### src/rtl/mem_stage_pkg.sv
// Shared bus widths and field layouts for the execute/memory/write-back interfaces.
// Execute, write-back and decode import the same definitions.
package mycpu_defs;

    localparam int EX_MEM_W  = 71;
    localparam int MEM_WB_W  = 70;
    localparam int MEM_FWD_W = 39;

    localparam int EXM_PC_LSB       = 39;
    localparam int EXM_GR_WE        = 38;
    localparam int EXM_DEST_LSB     = 33;
    localparam int EXM_ALU_LSB      = 1;
    localparam int EXM_RES_FROM_MEM = 0;

    localparam int MWB_PC_LSB   = 38;
    localparam int MWB_GR_WE    = 37;
    localparam int MWB_DEST_LSB = 32;
    localparam int MWB_RES_LSB  = 0;

    localparam int FWD_LOAD_PENDING = 38;
    localparam int FWD_WE           = 37;
    localparam int FWD_DEST_LSB     = 32;
    localparam int FWD_RES_LSB      = 0;

    // Struct member order reproduces the bit offsets above, MSB first.
    typedef struct packed {
        logic [31:0] pc;
        logic        gr_we;
        logic [4:0]  dest;
        logic [31:0] alu_result;
        logic        res_from_mem;
    } ex_mem_t;

    typedef struct packed {
        logic [31:0] pc;
        logic        gr_we;
        logic [4:0]  dest;
        logic [31:0] final_result;
    } mem_wb_t;

    typedef struct packed {
        logic        load_pending;
        logic        fwd_we;
        logic [4:0]  dest;
        logic [31:0] final_result;
    } mem_fwd_t;

endpackage

### src/rtl/mem_stage_rdata_buf.sv
// One-entry holding register for load data that arrives while write-back stalls.
module mem_rdata_buf (
    input  logic        clk,
    input  logic        resetn,
    input  logic        capture,
    input  logic        clear,
    input  logic [31:0] din,
    output logic        valid,
    output logic [31:0] dout
);

    logic        valid_q, valid_d;
    logic [31:0] data_q, data_d;

    always_comb begin
        valid_d = valid_q;
        data_d  = data_q;
        if (capture) begin
            valid_d = 1'b1;
            data_d  = din;
        end
        if (clear) begin
            valid_d = 1'b0;
        end
    end

    always_ff @(posedge clk or negedge resetn) begin
        if (!resetn) begin
            valid_q <= 1'b0;
            data_q  <= '0;
        end else begin
            valid_q <= valid_d;
            data_q  <= data_d;
        end
    end

    assign valid = valid_q;
    assign dout  = data_q;

endmodule

### src/rtl/mem_stage.sv
// Memory-access pipeline stage: latches execute payload, waits for load data,
// and buffers it while write-back stalls.
module mem_stage
    import mycpu_defs::*;
(
    input  logic                 clk,
    input  logic                 resetn,
    input  logic                 WB_allow_in,
    input  logic                 EX_to_MEM_valid,
    input  logic [EX_MEM_W-1:0]  EX_MEM_reg,
    input  logic                 data_sram_data_ok,
    input  logic [31:0]          data_sram_rdata,
    output logic                 MEM_allow_in,
    output logic                 MEM_to_WB_valid,
    output logic [MEM_WB_W-1:0]  MEM_WB_reg,
    output logic [MEM_FWD_W-1:0] MEM_fwd
);

    logic        mem_valid_q, mem_valid_d;
    ex_mem_t     payload_q, payload_d;

    logic        buf_valid;
    logic [31:0] buf_data;
    logic        buf_capture;
    logic        buf_clear;

    logic        data_ok_acc;
    logic        ready_go;
    logic        load_en;
    logic        leave;
    logic [31:0] final_result;
    mem_wb_t     wb_bus;
    mem_fwd_t    fwd_bus;

    always_comb begin
        // Only a resident load with an empty buffer may consume data_ok.
        data_ok_acc     = mem_valid_q && payload_q.res_from_mem && !buf_valid
                          && data_sram_data_ok;
        ready_go        = !payload_q.res_from_mem || buf_valid || data_ok_acc;
        MEM_allow_in    = !mem_valid_q || (ready_go && WB_allow_in);
        MEM_to_WB_valid = mem_valid_q && ready_go;
        load_en         = EX_to_MEM_valid && MEM_allow_in;
        leave           = MEM_to_WB_valid && WB_allow_in;

        buf_capture = data_ok_acc && !WB_allow_in;
        buf_clear   = leave || load_en;

        mem_valid_d = MEM_allow_in ? EX_to_MEM_valid : mem_valid_q;
        payload_d   = load_en ? ex_mem_t'(EX_MEM_reg) : payload_q;

        if (!payload_q.res_from_mem) begin
            final_result = payload_q.alu_result;
        end else if (buf_valid) begin
            final_result = buf_data;
        end else begin
            final_result = data_sram_rdata;
        end

        wb_bus.pc           = payload_q.pc;
        wb_bus.gr_we        = payload_q.gr_we;
        wb_bus.dest         = payload_q.dest;
        wb_bus.final_result = final_result;

        fwd_bus.load_pending = mem_valid_q && payload_q.res_from_mem && !ready_go;
        fwd_bus.fwd_we       = mem_valid_q && payload_q.gr_we && ready_go;
        fwd_bus.dest         = payload_q.dest;
        fwd_bus.final_result = final_result;

        MEM_WB_reg = wb_bus;
        MEM_fwd    = fwd_bus;
    end

    always_ff @(posedge clk or negedge resetn) begin
        if (!resetn) begin
            mem_valid_q <= 1'b0;
            payload_q   <= '0;
        end else begin
            mem_valid_q <= mem_valid_d;
            payload_q   <= payload_d;
        end
    end

    mem_rdata_buf u_rdata_buf (
        .clk     (clk),
        .resetn  (resetn),
        .capture (buf_capture),
        .clear   (buf_clear),
        .din     (data_sram_rdata),
        .valid   (buf_valid),
        .dout    (buf_data)
    );

endmodule

### config.mk
export PLATFORM = sky130hd
export DESIGN_NAME = mem_stage
export DESIGN_NICKNAME = d
export VERILOG_FILES = /design/src/rtl/mem_stage_pkg.sv /design/src/rtl/mem_stage_rdata_buf.sv /design/src/rtl/mem_stage.sv
export SDC_FILE = /design/constraint.sdc
export NUM_CORES = 1
export LEC_CHECK = 0
export CORE_MARGIN = 2
export CORE_UTILIZATION = 40
export CTS_BUF_LIST = sky130_fd_sc_hd__clkbuf_8
export CTS_CLUSTER_DIAMETER = 50
export DETAILED_ROUTE_END_ITERATION = 10
export PLACE_DENSITY_LB_ADDON = 0.3
export SYNTH_ARGS = -nofsm -noshare
export SYNTH_HDL_FRONTEND = slang
export SYNTH_SLANG_ARGS = --single-unit
### constraint.sdc
create_clock -name clk -period 1.55 [get_ports clk]
set_clock_uncertainty 0.05 [all_clocks]
set_input_delay 0.31 -clock clk [delete_from_list [all_inputs] [get_ports clk]]
set_output_delay 0.31 -clock clk [all_outputs]
set_load 0.01 [all_outputs]
# After elaboration in Yosys (flattened, before gate mapping)
# Index checks and enable logic that the tools add are counted.
# word_totals
register_bits,105
latchBits,0
ramBits,0
rom_bits,0
out_inout_bits,111
mem_count,0
# op_classes
addsub,0
n_mul,0
div,0
order_cmp,0
eq_ne,0
n_shift,0
mux,4
bitwise_logic,0
n_reduce_logical,21
# ops
op,count
two-way mux 32 bit,2
logical AND 1 bit,11
zero test 1 bit,5
logical OR 1 bit,4
two-way mux 1 bit,2
nonzero test 2 bit,1

# Logic depth before layout (Yosys ltp)
# depth
word_depth,9
mapped_depth,5

# Modules after synthesis
# Synthesis repeated with hierarchy kept, for this count alone.
# hier_totals
cells_unflattened,414
hier_area_um2,5367.6
# modules_own_cells
mod,n_inst,cells_each,area_per_inst_um2
mem_stage,1,344,3991.3
mem_rdata_buf,1,70,1376.3

# Least setup slack after synthesis
# No wires, ideal clock.
# synth_timing
path_type,register to output
from,reg payload_q[0] in the netlist's numbering
to,out MEM_fwd[12]
t_arrival_ps,1452
t_required_ps,1190
path_slack_ps,-262
stages_incl_launch_ff,6
n_path_buf,3
path_cell_list,dfrtp_1 clkbuf_1 clkbuf_1 nor2_1 a21oi_1 buf_4
# synth_between
elab_chain_len,1
# synth_rtl
item,line,text
"start, declared",mem_stage.sv:20,"ex_mem_t payload_q, payload_d;"
"start signal, assigned",mem_stage.sv:79,payload_q <= payload_d;
two-way mux 32 bit,mem_stage.sv:51,if (!payload_q.res_from_mem) begin
"end, declared",mem_stage.sv:16,output logic [MEM_FWD_W-1:0] MEM_fwd
# Every way passes these cells.

# Final worst setup path
# layout_timing
from,reg u_rdata_buf.valid_q (netlist: u_rdata_buf.valid)
to,reg payload_q[9] in the netlist's numbering
# layout_between
elab_chain_len,7
elab_cells_between_ends,8
classes_between,reduce/logical (8)
# layout_rtl
item,line,text
"start, declared",mem_stage_rdata_buf.sv:12,"logic valid_q, valid_d;"
"start signal, assigned",mem_stage_rdata_buf.sv:32,valid_q <= valid_d;
zero test 1 bit,mem_stage.sv:37,data_ok_acc = mem_valid_q && payload_q.res_from_mem && !buf_valid
logical AND 1 bit,mem_stage.sv:37,
logical AND 1 bit,mem_stage.sv:38,&& data_sram_data_ok;
logical OR 1 bit (*),mem_stage.sv:39,ready_go = !payload_q.res_from_mem || buf_valid || data_ok_acc;
logical AND 1 bit (*),mem_stage.sv:40,MEM_allow_in = !mem_valid_q || (ready_go && WB_allow_in);
logical OR 1 bit (*),mem_stage.sv:40,
logical AND 1 bit (*),mem_stage.sv:42,load_en = EX_to_MEM_valid && MEM_allow_in;
# Every way passes the cells marked *; elsewhere a longest branch is shown, timed or not.
# A chain may end at the register's enable or synchronous reset.

==> metrics.md <==
| Metric | Value |
|---|---|
| Run status | finished with violations |
| Violated checks | negative setup slack |
| Grt total ovfl | 0 |
| Max reg flops | 38 |
| Slew margin rel. | 0.811 |
| Max Fclk | 510 MHz |
| Post-DP HPWL | roughly 9300 um |
| Total power | 10.6 mW |
| Cells along the critical path | buf_12 -> nand3b_4 -> o221ai_4 -> buf_12 -> buf_4 -> buf_16 -> mux2_4 |
| Top post-synthesis cells by area | dfrtp_1 50%, mux2_2 21%, buf_4 11% |
| Crit share post-route | 1.27 |
| Ys Warns | 0 |
| DR vias | 3758 |
| #FFs+latches synth | 105 |
| Slew @ Worst Pin | 283 ps |
| TritonCTS clock tree | yes |
| Clock-pin slew on the worst setup and hold paths | 90 ps |
| Largest net degree at the start of global routing | between 50 and 60 |
| Initial antenna violation count | 0 |
| FP Rows | 41 |
| Nets | 705 |
| Cell taking the most area after synthesis | dfrtp_1 |
| Cells after synthesis | 413 |
| Root Driver | clkbuf_8 |
| DR DRC count | 0 |
| TritonCTS Sinks | 105 |
| Area of the core | roughly 0.013 sq mm |
| Post-synth top area share | 0.502 |
| CP most frequent cell | buf_12 |
| Routed wire length | 14800 um |
| DRT iter0 DRCs | 98 |
| Die height | 118 um |
| Power Density | approximately 1300 mW/mm^2 |
| Worst Setup Path Type | flip-flop to flip-flop |
| CTS Buf Count | 9 |
| CP max FO | 9 |
| Routed Antenna Nets | 0 |
| Multi-input logic area | 0.00243 sq mm |
| FF/Latch Area | 0.00263 sq mm |
| First-pass GRT wire length | 22700 um |
| Share of cells above drive strength 1 | 0.500 |
| RSZ-0062 raised after global routing | true |
| DIE WIDTH | between 100 and 150 um |
| Setup TNS | -59430 ps |
| Syn nets | 521 |
| Drt via density | 4.86 |
| Worst slack, placed | -532 ps |
| Synth Cell Area | 0.00523 sq mm |
| Number of max-cap violations | 0 |
| Max incr delay on CP | 480 ps |
| Fill count | around 1000 |
| Crit-path slowest cell | dfrtp_2 |
| Min setup slack post-route | -412 ps |
| R2R setup slack | -410 ps |
| Total die area | around 0.014 sq mm |
| N_diodes | 0 |
| Port-buffer cells | 218 |
| Top Ports | 219 |
| Worst Hold Class | input port to async pin |
| Final Setup Violations | ~170 |
| CP arrival | 2180 ps |
| Syn Area/Cell | ~13 sq um |
| Htree depth | 3 |
| Sequential-to-total area share from yosys stat | 0.502 |
| Vias in the first global route | 4075 |
| GPL Wtd Cong | 0.748 |
| Shortest period the worst path allows | 1960 ps |
| Critical Path RT | 1770 ps |
| Post-synthesis cell type count | 21 |
| Max Slew Vio Count | 0 |
| DRT Pass-1 Iters | 4 |
| CP Launch Type | flip-flop |
| Leak | 3.69 nW |
| CTS Buffer Depth | 2 |
| Syn-to-layout area delta | 54.5% |
| Clk_lat worst skew | 380 ps |
| GRT Overall Usage | 0.208 |
| CP Capture Type | flip-flop |
| Worst-case vdd ir drop | 0.814 mV |
| Starting utilization of the core area | 0.413 |
| Final hold viol count | 0 |
| Routed wire per std cell | 19.1 um |
[synth_stat cells (all sizes together)]
library cell	number
a21boi	1
a21oi	32
and2	1
buf	90
clkbuf	6
dfrtp	105
inv	2
mux2	103
mux2i	32
nand2b	1
nand3b	1
nor2	34
nor3b	2
o21a	1
o21ai	1
o221ai	1
[cell families (layout without fill, tap and decap cells)]
group	after synthesis	count (layout)	share of synthesized area
muxes	135	135	0.283
DFF	105	105	0.502
buffers and inverters	98	287	0.139
and+or+nand+nor	39	39	0.0356
AOI/OAI and AO/OA	36	36	0.0395
[per-layer routing]
layer  wire length (um)  global-route usage  share of wire  vias to the layer above
met5                  0                   0              0                        -
met4                153              0.0542          0.010                        0
met3               1110              0.0729          0.075                       13
met2               7580               0.362           0.51                      151
met1               5910               0.244           0.40                     1886
li1                   -                   -              -                     1708
[critical path, delay by kind of cell (launching register included)]
family                 cells  cell delay [ps]
multiplexers               1              310
flip-flops                 1              480
buffers and inverters      4              650
AO/OA/AOI/OAI              1              170
AND/OR/NAND/NOR            1              190
[where the power goes]
group	switching, mW	leakage (nW)	internal [mW]
registers	0.565	1.23	3.60
logic	2.02	2.38	2.81
clock network	0.979	0.0887	0.631
total	3.56	3.69	7.04
[cell type report]
| cell class | instances | area share |
|---|---|---|
| sequential | 105 | 0.325 |
| timing repair buffer | 269 | 0.325 |
| multi-input combinational | 210 | 0.300 |
| tap | 172 | 0.0266 |
| clock buffer | 10 | 0.0170 |
| clock inverter | 6 | 0.00526 |
| inverter | 2 | 0.000929 |
[metrics by stage]
step	utilization	hold slack, ps	cell area [sq um]	cells
after floorplan	-	-35.6	5390	413
after global placement	0.579	116	7340	729
after detailed placement	0.579	116	7340	729
after CTS	0.618	233	7830	767
after global routing	0.638	241	8080	774
final	0.638	259	8080	774
[final timing paths]
path	endpoint	from	cells after the start
worst max-delay path	payload_q[9]	u_rdata_buf.valid	7
max in group asynchronous	payload_q[4]	resetn	3
min in group clk	MEM_WB_reg[62]	MEM_WB_reg[62]	1
worst min register to register	MEM_WB_reg[62]	MEM_WB_reg[62]	1
worst min-delay path	MEM_WB_reg[66]	resetn	2
worst max register to register	payload_q[9]	u_rdata_buf.valid	7
[cell usage in the layout (no fill, tap or decap)]
cell and count:
a21boi_0 1, a21oi_1 1, a21oi_2 31, and2_1 1, buf_12 12, buf_16 8, buf_2 66, buf_4 19
buf_6 7, buf_8 2, bufbuf_16 3, clkbuf_16 1, clkbuf_8 10, clkdlybuf4s15_2 1, clkdlybuf4s50_1 106, clkinv_2 2
clkinv_4 1, clkinvlp_4 2, dfrtp_1 103, dfrtp_2 2, dlygate4sd2_1 43, dlygate4sd3_1 1, inv_1 2, inv_6 1
mux2_2 22, mux2_4 81, mux2i_1 21, mux2i_2 8, mux2i_4 3, nand2b_1 1, nand3b_4 1, nor2_1 20
nor2_2 11, nor2_4 3, nor3b_4 2, o21a_1 1, o21ai_2 1, o221ai_4 1
[what timing repair did]
action / CTS / global route
endpoints found under the setup margin: 215 / 172
hold endpoints to repair: 100 / 0
pin swaps: 24 / 8
gates resized for setup: 393 / 56
cloned: 9 / 1
setup buffers: 13 / 8
hold buffers: 1 / 0
Power figures use the tool's default switching activity.
